[src/rtl/dm_pkg.sv]
// Shared types and helpers for display-sharing blocks: digit field layout,
// blank digit constant and the page scheduler state encoding.
// Latency: n/a (types and functions only). Backpressure: n/a.
package dm_pkg;

  localparam int DIGIT_W = 6;

  // Digit field as consumed by the display driver: {en, hex[3:0], dp}.
  typedef logic [DIGIT_W-1:0] digit_t;

  localparam digit_t BLANK_DIGIT = '0;

  typedef enum logic [1:0] {
    IDLE,
    SHOW,
    BLANK
  } state_t;

  function automatic digit_t mk_digit(input logic en, input logic [3:0] hex, input logic dp);
    return {en, hex, dp};
  endfunction

endpackage

[src/rtl/dm_rr_arbiter.sv]
// Round-robin pick: first set request at or above ptr, wrapping modulo N.
// Latency: purely combinational. Backpressure: none; pick is valid whenever any=1.
// Ports: req (N requests), ptr (search start), pick (one-hot), index (binary), any.
module dm_rr_arbiter #(
  parameter int N = 3
) (
  input  logic [N-1:0] req,
  input  logic [2:0]   ptr,
  output logic [N-1:0] pick,
  output logic [2:0]   index,
  output logic         any
);

  logic [N-1:0] upper;
  logic [N-1:0] sel;

  // Requests at or above the pointer win; if none, wrap to the lowest set bit.
  always_comb begin
    upper = '0;
    for (int i = 0; i < N; i++) begin
      upper[i] = req[i] && (i >= int'(ptr));
    end
  end

  assign sel = (|upper) ? upper : req;
  assign any = |req;

  // Walk downwards so the lowest set bit of sel is the last one written.
  always_comb begin
    pick  = '0;
    index = '0;
    for (int i = N - 1; i >= 0; i--) begin
      if (sel[i]) begin
        pick    = '0;
        pick[i] = 1'b1;
        index   = 3'(i);
      end
    end
  end

endmodule

[src/rtl/dm_page_sched.sv]
// Round-robin sharing of an 8-digit display between N requesters, one page per grant.
// Latency: request sampled in IDLE -> gnt and digits valid after that edge; page lasts
//   DWELL_CYCLES, then BLANK_CYCLES of blank gap. Backpressure: requests are level-held
//   and wait while a page or gap is in progress; dropping req aborts the owner's page.
// Ports: clock, reset (async active-low), req/data/tag per requester, gnt (one-hot),
//   ack (page-complete pulse), busy, d1..d8 digit fields {en, hex[3:0], dp}.
// Optional: define DM_PREEMPT_EN to give requester 0 preemptive priority.
module dm_page_sched
  import dm_pkg::*;
#(
  parameter int N            = 3,
  parameter int DWELL_CYCLES = 100000000,
  parameter int BLANK_CYCLES = 10000000
) (
  input  logic               clock,
  input  logic               reset,
  input  logic [N-1:0]       req,
  input  logic [16*N-1:0]    data,
  input  logic [3*N-1:0]     tag,
  output logic [N-1:0]       gnt,
  output logic [N-1:0]       ack,
  output logic               busy,
  output logic [DIGIT_W-1:0] d1,
  output logic [DIGIT_W-1:0] d2,
  output logic [DIGIT_W-1:0] d3,
  output logic [DIGIT_W-1:0] d4,
  output logic [DIGIT_W-1:0] d5,
  output logic [DIGIT_W-1:0] d6,
  output logic [DIGIT_W-1:0] d7,
  output logic [DIGIT_W-1:0] d8
);

  localparam int MAX_CYCLES = (DWELL_CYCLES > BLANK_CYCLES) ? DWELL_CYCLES : BLANK_CYCLES;
  localparam int TW         = $clog2(MAX_CYCLES + 1);

  localparam logic [TW-1:0] DWELL_LOAD = TW'(DWELL_CYCLES - 1);
  localparam logic [TW-1:0] BLANK_LOAD = TW'((BLANK_CYCLES > 0) ? BLANK_CYCLES - 1 : 0);
  localparam logic [TW-1:0] TIMER_ONE  = TW'(1);
  localparam logic [2:0]    LAST_IDX   = 3'(N - 1);

  state_t         state_q, state_d;
  logic [2:0]     rr_ptr_q, rr_ptr_d;
  logic [TW-1:0]  timer_q, timer_d;
  logic [N-1:0]   gnt_q, gnt_d;
  logic [N-1:0]   ack_q, ack_d;
  logic [2:0]     idx_q, idx_d;
  logic [15:0]    data_q, data_d;
  logic [2:0]     tag_q, tag_d;

  logic [2:0]     arb_ptr;
  logic [N-1:0]   arb_pick;
  logic [2:0]     arb_index;
  logic           arb_any;
  logic           owner_req;
  logic           preempt;
  logic [2:0]     ptr_adv;

`ifdef DM_PREEMPT_EN
  // Requester 0 always wins in IDLE and kicks any other owner off the display.
  assign arb_ptr = req[0] ? 3'd0 : rr_ptr_q;
  assign preempt = req[0] && !gnt_q[0];
`else
  assign arb_ptr = rr_ptr_q;
  assign preempt = 1'b0;
`endif

  dm_rr_arbiter #(
    .N (N)
  ) u_arb (
    .req   (req),
    .ptr   (arb_ptr),
    .pick  (arb_pick),
    .index (arb_index),
    .any   (arb_any)
  );

  // Owner's request still held; gnt_q is one-hot in SHOW so this selects req[owner].
  assign owner_req = |(req & gnt_q);
  assign ptr_adv   = (idx_q == LAST_IDX) ? 3'd0 : idx_q + 3'd1;

  always_ff @(posedge clock or negedge reset) begin
    if (!reset) begin
      state_q  <= IDLE;
      rr_ptr_q <= '0;
      timer_q  <= '0;
      gnt_q    <= '0;
      ack_q    <= '0;
      idx_q    <= '0;
      data_q   <= '0;
      tag_q    <= '0;
    end else begin
      state_q  <= state_d;
      rr_ptr_q <= rr_ptr_d;
      timer_q  <= timer_d;
      gnt_q    <= gnt_d;
      ack_q    <= ack_d;
      idx_q    <= idx_d;
      data_q   <= data_d;
      tag_q    <= tag_d;
    end
  end

  always_comb begin
    state_d  = state_q;
    rr_ptr_d = rr_ptr_q;
    timer_d  = timer_q;
    gnt_d    = gnt_q;
    ack_d    = '0;
    idx_d    = idx_q;
    data_d   = data_q;
    tag_d    = tag_q;

    unique case (state_q)
      IDLE: begin
        if (arb_any) begin
          state_d = SHOW;
          gnt_d   = arb_pick;
          idx_d   = arb_index;
          timer_d = DWELL_LOAD;
          for (int i = 0; i < N; i++) begin
            if (arb_pick[i]) begin
              data_d = data[16*i +: 16];
              tag_d  = tag[3*i +: 3];
            end
          end
        end
      end

      SHOW: begin
        if (preempt) begin
          // Preemption skips the gap and leaves the pointer alone so the
          // interrupted round-robin position is resumed afterwards.
          state_d = IDLE;
          gnt_d   = '0;
        end else if (!owner_req || (timer_q == '0)) begin
          // Normal completion acks; an owner that dropped its request does not.
          if (owner_req) begin
            ack_d = gnt_q;
          end
          gnt_d    = '0;
          rr_ptr_d = ptr_adv;
          if (BLANK_CYCLES > 0) begin
            state_d = BLANK;
            timer_d = BLANK_LOAD;
          end else begin
            state_d = IDLE;
          end
        end else begin
          timer_d = timer_q - TIMER_ONE;
        end
      end

      BLANK: begin
        if (timer_q == '0) begin
          state_d = IDLE;
        end else begin
          timer_d = timer_q - TIMER_ONE;
        end
      end

      default: begin
        state_d = IDLE;
        gnt_d   = '0;
      end
    endcase
  end

  // Digit mapping: d1..d4 show the value nibbles LSB first, d6 the owner index,
  // d8 the tag; d5/d7 stay dark as separators. All digits blank outside SHOW.
  always_comb begin
    d1 = BLANK_DIGIT;
    d2 = BLANK_DIGIT;
    d3 = BLANK_DIGIT;
    d4 = BLANK_DIGIT;
    d5 = BLANK_DIGIT;
    d6 = BLANK_DIGIT;
    d7 = BLANK_DIGIT;
    d8 = BLANK_DIGIT;
    if (state_q == SHOW) begin
      d1 = mk_digit(1'b1, data_q[3:0], 1'b0);
      d2 = mk_digit(1'b1, data_q[7:4], 1'b0);
      d3 = mk_digit(1'b1, data_q[11:8], 1'b0);
      d4 = mk_digit(1'b1, data_q[15:12], 1'b0);
      d6 = mk_digit(1'b1, {1'b0, idx_q}, 1'b0);
      d8 = mk_digit(1'b1, {1'b0, tag_q}, 1'b0);
    end
  end

  assign gnt  = gnt_q;
  assign ack  = ack_q;
  assign busy = (state_q != IDLE);

endmodule

[config.mk]
export PLATFORM = sky130hd
export DESIGN_NAME = dm_page_sched
export DESIGN_NICKNAME = d
export VERILOG_FILES = /design/src/rtl/dm_pkg.sv /design/src/rtl/dm_rr_arbiter.sv /design/src/rtl/dm_page_sched.sv
export SDC_FILE = /design/constraint.sdc
export NUM_CORES = 1
export LEC_CHECK = 0
export CAP_MARGIN = 20
export CORE_MARGIN = 3
export CORE_UTILIZATION = 43
export DETAILED_ROUTE_END_ITERATION = 12
export PLACE_DENSITY = 0.77
export SYNTH_ARGS = -nofsm -noshare
export SYNTH_HDL_FRONTEND = slang
export SYNTH_SLANG_ARGS = --single-unit
[constraint.sdc]
create_clock -name clock -period 2.4 [get_ports clock]
set_input_delay 0.48 -clock clock [delete_from_list [all_inputs] [get_ports clock]]
set_output_delay 0.48 -clock clock [all_outputs]
set_load 0.01 [all_outputs]
==> impl_metrics.yaml, run 1 <==
power:
  clkPwrFrac: 0.146
  p_sw_mw: 2.71
  p_int_mw: 3.74
  switching_share: 0.420
  peakVddDrop_v: 0.000455
  p_leak_nw: 2.53
  p_total_mw: 6.45
  p_per_area_nw_per_um2: 1200
  pwr-share-comb: 0.577
  seq_power_share: 0.277
finish:
  fill_cells: 739
  diodes: 0
  nets: 643
  syn2layout_area_growth_pct: 38.7
  drive_gt1_frac: 0.183
  final_area_um2: 5390
sta:
  finClkSkew_ps: 7.49
  finalHoldViolations: 0
  min_period_over_period: 0.966
  fin_crit_ps: 2320
  worstMarginPinSlew_ps: 570
  setup-violations-final: 0
  fmax_ghz: 0.431
  drv_slew: 0
  maxSlewHeadroom: 0.620
  rsz0062_at_grt: "yes"
place:
  port_buffers: 95
  dp_hpwl_um: 8320
  finalWeightedCongestion: 0.947
  place_area_um2: 5090
floorplan:
  rows: 34
  core_area_um2: 8760
  die_area_um2: 10200
  ioPinCount: 117
  start_util: 0.443
  die_x_um: 101
  chipHeight_um: 101
route:
  drc: 0
  vias_per_cell: 5.48
  via_count: 3771
  dr.pass1.iters: 5
  finalWirelength_um: 11000
  wl_per_cell_um: 16.0
  drt-initial-drc-count: 195
  drtAntennaViolNets: 0
yosys:
  yosysSeqAreaShare: 0.380
  syn_area_um2: 3880
  ys_warn_count: 0
  ys.flop_type: "dfrtp_1"
  synth_edf_count: 0
  synthDistinctLibCells: 56
  yosys_register_bits: 59
  syn_area_per_cell_um2: 8.55
  postSynthCellCount: 454
  ys_async_sr_fraction: 1.00
global_routing:
  grt_max_degree: 37
  grt_pass1_wl_um: 17900
  gr-total-overflow: 0
  antenna_found_initial: 0
  grt_pass1_vias: 3742
  grt_usage: 0.223
setup_path:
  critPathBufInv: 2
  cpMaxStageDelayCell: "or4b_2"
  cp.required_ps: 2630
  worstPathCellList: "inv_1, ha_1, or4b_2, o21ai_4, a31oi_1, buf_4, nand3_1, o21ai_1, a22o_1"
  critical_path.top_delay_family: "simple AND/OR/NAND/NOR gates"
  cp.depth: 9
  cp.arrival_ps: 2550
  max_stage_delay_ps: 680
  r2r_cells: 9
  cp-end-kind: "register"
  worstPathMaxFanout: 12
  path_class: "register to register"
  worstSetupStartpointType: "register"
clock_tree:
  clk_latency_ps: 350
  cts_max_level: 3
  cts_num_sinks: 59
  clockRootBuffer: "clkbuf_8"
  cts.clk_slew.worst_paths_ps: 70
  clockBufferDepth: 2
  cts_made_buffers: 9
  cts_tree: "yes"
hold_path:
  hold_path_class: "primary input to async pin"
run:
  cap_violations: 0
run_status:
  status: "completed"
-- registers in the layout, indices dropped and copies added (netlist names) --
signal	cells
timer_q	27
data_q	16
ack	3
arb_ptr	3
gnt	3
tag_q	3
idx_q	2
state_q	2
-- synthesized netlist by cell type (5+ instances only) --
cell | instances | area [µm²]
o21ai_0 | 61 | 305
dfrtp_1 | 59 | 1480
nor2_1 | 46 | 173
nand2_1 | 44 | 165
buf_4 | 28 | 210
and2_1 | 21 | 131
a21oi_1 | 20 | 100
mux2_2 | 20 | 225
inv_1 | 17 | 63.8
clkbuf_1 | 14 | 52.6
nor3_1 | 14 | 70.1
a31oi_1 | 10 | 62.6
o21ai_1 | 8 | 40.0
nand3_1 | 6 | 30.0
o21a_1 | 6 | 45.0
buf_2 | 5 | 25.0
ha_1 | 5 | 62.6
-- cell type report --
type	instances	area (µm²)	share of cell area
repair buffers	139	1360	0.253
inverters	17	63.8	0.0118
multi-input cells	350	2150	0.399
clock buffers	11	151	0.0281
flip-flops and latches	59	1480	0.274
well taps	108	135	0.0251
clock inverters	4	50.0	0.00929
-- final timing paths --
kind	slack, ps	from	end
max in group asynchronous	1680	reset	data_q[9]
hold reg to reg	480	data_q[2]	data_q[2]
hold / removal	120	reset	timer_q[0]
setup reg to reg	80	state_q[0]	timer_q[17]
min in group clock	480	data_q[2]	data_q[2]
setup / recovery	80	state_q[0]	timer_q[17]
-- power by group through the flow --
stage	Combinational, mW	Clock, mW	Sequential [mW]
after global routing	4.13	0.998	1.84
after global placement	3.57	0	1.77
after CTS	3.72	0.950	1.78
after detailed placement	3.66	0	1.79
after floorplan	2.28	0	1.70
final	3.72	0.942	1.79
-- metal layers --
metal,part of all wire,global-route usage
met1,0.39,0.260
met2,0.49,0.375
met3,0.10,0.0824
met4,0.017,0.0849
met5,0,0
-- what timing repair did --
item / in CTS / in global routing
pin swaps: 0 / 2
setup buffers: 1 / 2
cloned: 0 / 0
endpoints found under the setup margin: 22 / 44
gates resized for setup: 9 / 18
hold buffers: 0 / 0
-- cell usage in the layout, fill, tap and decap left out, types with 8 or more instances in the layout --
| master | Yosys | layout |
|---|---|---|
| a21oi_1 | 20 | 20 |
| dlymetal6s2s_1 | 0 | 14 |
| and2_1 | 21 | 21 |
| o21ai_0 | 61 | 61 |
| buf_4 | 28 | 38 |
| mux2_2 | 20 | 20 |
| o21ai_1 | 8 | 8 |
| inv_1 | 17 | 16 |
| a31oi_1 | 10 | 10 |
| dfrtp_1 | 59 | 59 |
| nand2_1 | 44 | 44 |
| conb_1 | 1 | 21 |
| nor2_1 | 46 | 46 |
| clkbuf_8 | 0 | 11 |
| clkdlybuf4s50_1 | 0 | 74 |
| nor3_1 | 14 | 14 |
-- through the flow --
step / cells / setup slack [ps] / utilization / setup TNS, ps / hold slack (ps)
6_report: 688 / 80.5 / 0.615 / 0 / 121
5_1_grt: 688 / -63.2 / 0.615 / -155 / 160
4_1_cts: 686 / 0.00355 / 0.606 / 0 / 135
3_5_place_dp: 670 / -150 / 0.581 / -2380 / 468
3_3_place_gp: 670 / -111 / 0.581 / -1160 / 454
2_1_floorplan: 474 / 210 / - / 0 / 184
-- kinds of logic (layout without fill, tap and decap cells) --
logic type,Yosys count,in the layout,share of synthesized area
fa+ha+maj,5,5,0.0161
mux,20,20,0.0580
other cells,1,21,0.000966
compound gates,138,138,0.218
flops,59,59,0.380
simple gates,166,166,0.234
buf+inv,65,171,0.0935
Note: power is estimated with default switching activity, not from simulation.
==> inputs of run 2 (changes only) <==
--- a/config.mk
+++ b/config.mk
@@ -11,2 +11,3 @@
 export DETAILED_ROUTE_END_ITERATION = 12
+export GPL_TIMING_DRIVEN = 0
 export PLACE_DENSITY = 0.77
==> constraint.sdc (replaced) <==
create_clock -name clock -period 2.4 [get_ports clock]
set_input_delay 0.72 -clock clock [delete_from_list [all_inputs] [get_ports clock]]
set_output_delay 0.72 -clock clock [all_outputs]
set_load 0.01 [all_outputs]
==> run 2 against run 1 <==
Flip-flop and latch count is the same. First-iteration DRC count shrank 7.7%. Clock skew grew 1.3 ps. Combinational power is essentially flat. Routed wire length grew 3.9%. Register-to-register slack gained 60 ps. Clock-buffer cell count shrank 2. Worst setup slack lost 1.4 ps. Die area is the same. Critical path type is now register to primary output. Critical endpoint is now d3[2]. Largest power group unchanged.
==> impl_metrics.yaml, run 2 (synthesis gave the netlist of run 1 again) <==
route:
  finalWirelength_um: 11500
  vias_per_cell: 5.39
  dr.pass1.iters: 4
  via_count: 3814
  drt-initial-drc-count: 180
  drtAntennaViolNets: 0
  route.met2.wl_um: 5600
  wl_met1_um: 4610
  wl_per_cell_um: 16.2
  route.met3.wl_um: 1060
  dr.max_layer_used: "met4"
  drc: 0
sta:
  setup-violations-final: 0
  maxSlewHeadroom: 0.563
  final.setup.tns_ps: 0
  worstMarginPinSlew_ps: 653
  rsz0062_at_grt: "no"
  min_period_over_period: 0.967
  drv_slew: 0
  fin_crit_ps: 2320
  fmax_ghz: 0.431
  finClkSkew_ps: 8.81
  finalHoldViolations: 0
setup_path:
  worstSetupStartpointType: "register"
  cp.required_ps: 1680
  worstPathCellList: "inv_2, ha_4, buf_6, clkbuf_8, and2_1, buf_2"
  worstPathMaxFanout: 10
  rrSetupSlack_ps: 140
  cp.arrival_ps: 1600
  path_class: "register to primary output"
  cpMaxStageDelayCell: "dfrtp_1"
  critical_path.top_delay_family: "buffers and inverters"
  max_stage_delay_ps: 400
  cp-end-kind: "primary output"
  critPathBufInv: 4
place:
  dp_hpwl_um: 8400
  finalWeightedCongestion: 0.898
  port_buffers: 95
finish:
  diodes: 0
  reg_top3: "timer_q: 27 flops, data_q: 16 flops"
  largest-register: "timer_q"
  final_cell_mix: "clkdlybuf4s50_1 (63), o21ai_0 (61), dfrtp_1 (59)"
  drive_gt1_frac: 0.242
  largest_reg_flops: 27
  final_util: 0.619
  final_common_cell: "clkdlybuf4s50_1"
  nets: 662
  syn2layout_area_growth_pct: 39.8
run:
  cap_violations: 0
clock_tree:
  cts_tree: "yes"
  clockBufferDepth: 2
  cts_num_sinks: 59
  cts_made_buffers: 9
  ctsHoldBuffers: 0
  cts_max_level: 3
  cts.clk_slew.worst_paths_ps: 80
  clk_latency_ps: 350
  clockRootBuffer: "clkbuf_8"
global_routing:
  grt_max_degree: 38
  grt_pass1_vias: 3960
  grt_usage: 0.235
  grt_pass1_wl_um: 19100
  gr-total-overflow: 0
  antenna_found_initial: 0
power:
  p_leak_nw: 2.47
  peakVddDrop_v: 0.000438
  p_per_area_nw_per_um2: 1210
floorplan:
  die_x_um: 101
  start_util: 0.443
  rows: 34
  ioPinCount: 117
  core_area_um2: 8760
  die_area_um2: 10200
  chipHeight_um: 101
run_status:
  status: "completed"
hold_path:
  hold_path_class: "primary input to async pin"
## run 2: cell types whose count changed in the layout (fill, tap and decap cells not counted), sizes merged, moves of 2 or more
cell,change
dlymetal6s2s,-8
clkdlybuf4s50,-11
clkbuf,+26
dlygate4sd2,-2
buf,+12
## run 2: final cells by class
class	count	area, µm²
fillers	763	3340
well taps	108	135
repair buffers	111	983
multi-input cells	350	2210
flip-flops and latches	59	1480
clock buffers	9	124
plain buffers	47	333
inverters	17	63.8
clock inverters	7	101
## run 2: repair_timing
action                                  4_1_cts  5_1_grt
setup buffers                                 6        9
endpoints found under the setup margin       74       59
pin swaps                                     3        4
gates resized for setup                      74       40
## run 2: worst register-to-register path: cells and delay by family, from the launching register on
| kind | cells | cell delay, ps |
|---|---|---|
| simple gates | 2 | 640 |
| buf+inv | 3 | 460 |
| compound gates | 4 | 450 |
| flops | 1 | 410 |
| fa+ha+maj | 1 | 190 |
## run 2: final timing paths
path                            start           to  cells after the start
setup / recovery           state_q[1]        d3[2]                      6
hold / removal                  reset  timer_q[24]                      1
setup reg to reg           timer_q[0]   timer_q[7]                     10
hold reg to reg             data_q[6]    data_q[6]                      2
max in group asynchronous       reset    data_q[9]                      2
min in group clock          data_q[6]    data_q[6]                      2
## run 2: metal layers
metal | global-route usage | vias to the layer above
met2 | 0.390 | 152
met5 | 0 | -
met1 | 0.278 | 1793
met3 | 0.0824 | 20
li1 | - | 1849
met4 | 0.0941 | 0
## run 2: stage by stage
step           setup slack, ps  hold WS, ps  cell area (µm²)  std cells  total power [mW]
6_report                  79.2          353             5430        708              6.59
5_1_grt                   2.43          391             5430        708              7.14
4_1_cts                  0.490          359             5420        700              6.49
3_5_place_dp              -821          463             5060        678              5.24
3_3_place_gp             -1310          455             5040        677              5.13
2_1_floorplan              118          424             3960        474              3.98
## run 2: power by group
group	leakage, nW	internal [mW]	switching, mW	total (mW)
combinational	1.64	1.72	2.02	3.74
sequential	0.719	1.41	0.386	1.80
clock	0.106	0.591	0.459	1.05
total	2.47	3.73	2.87	6.59
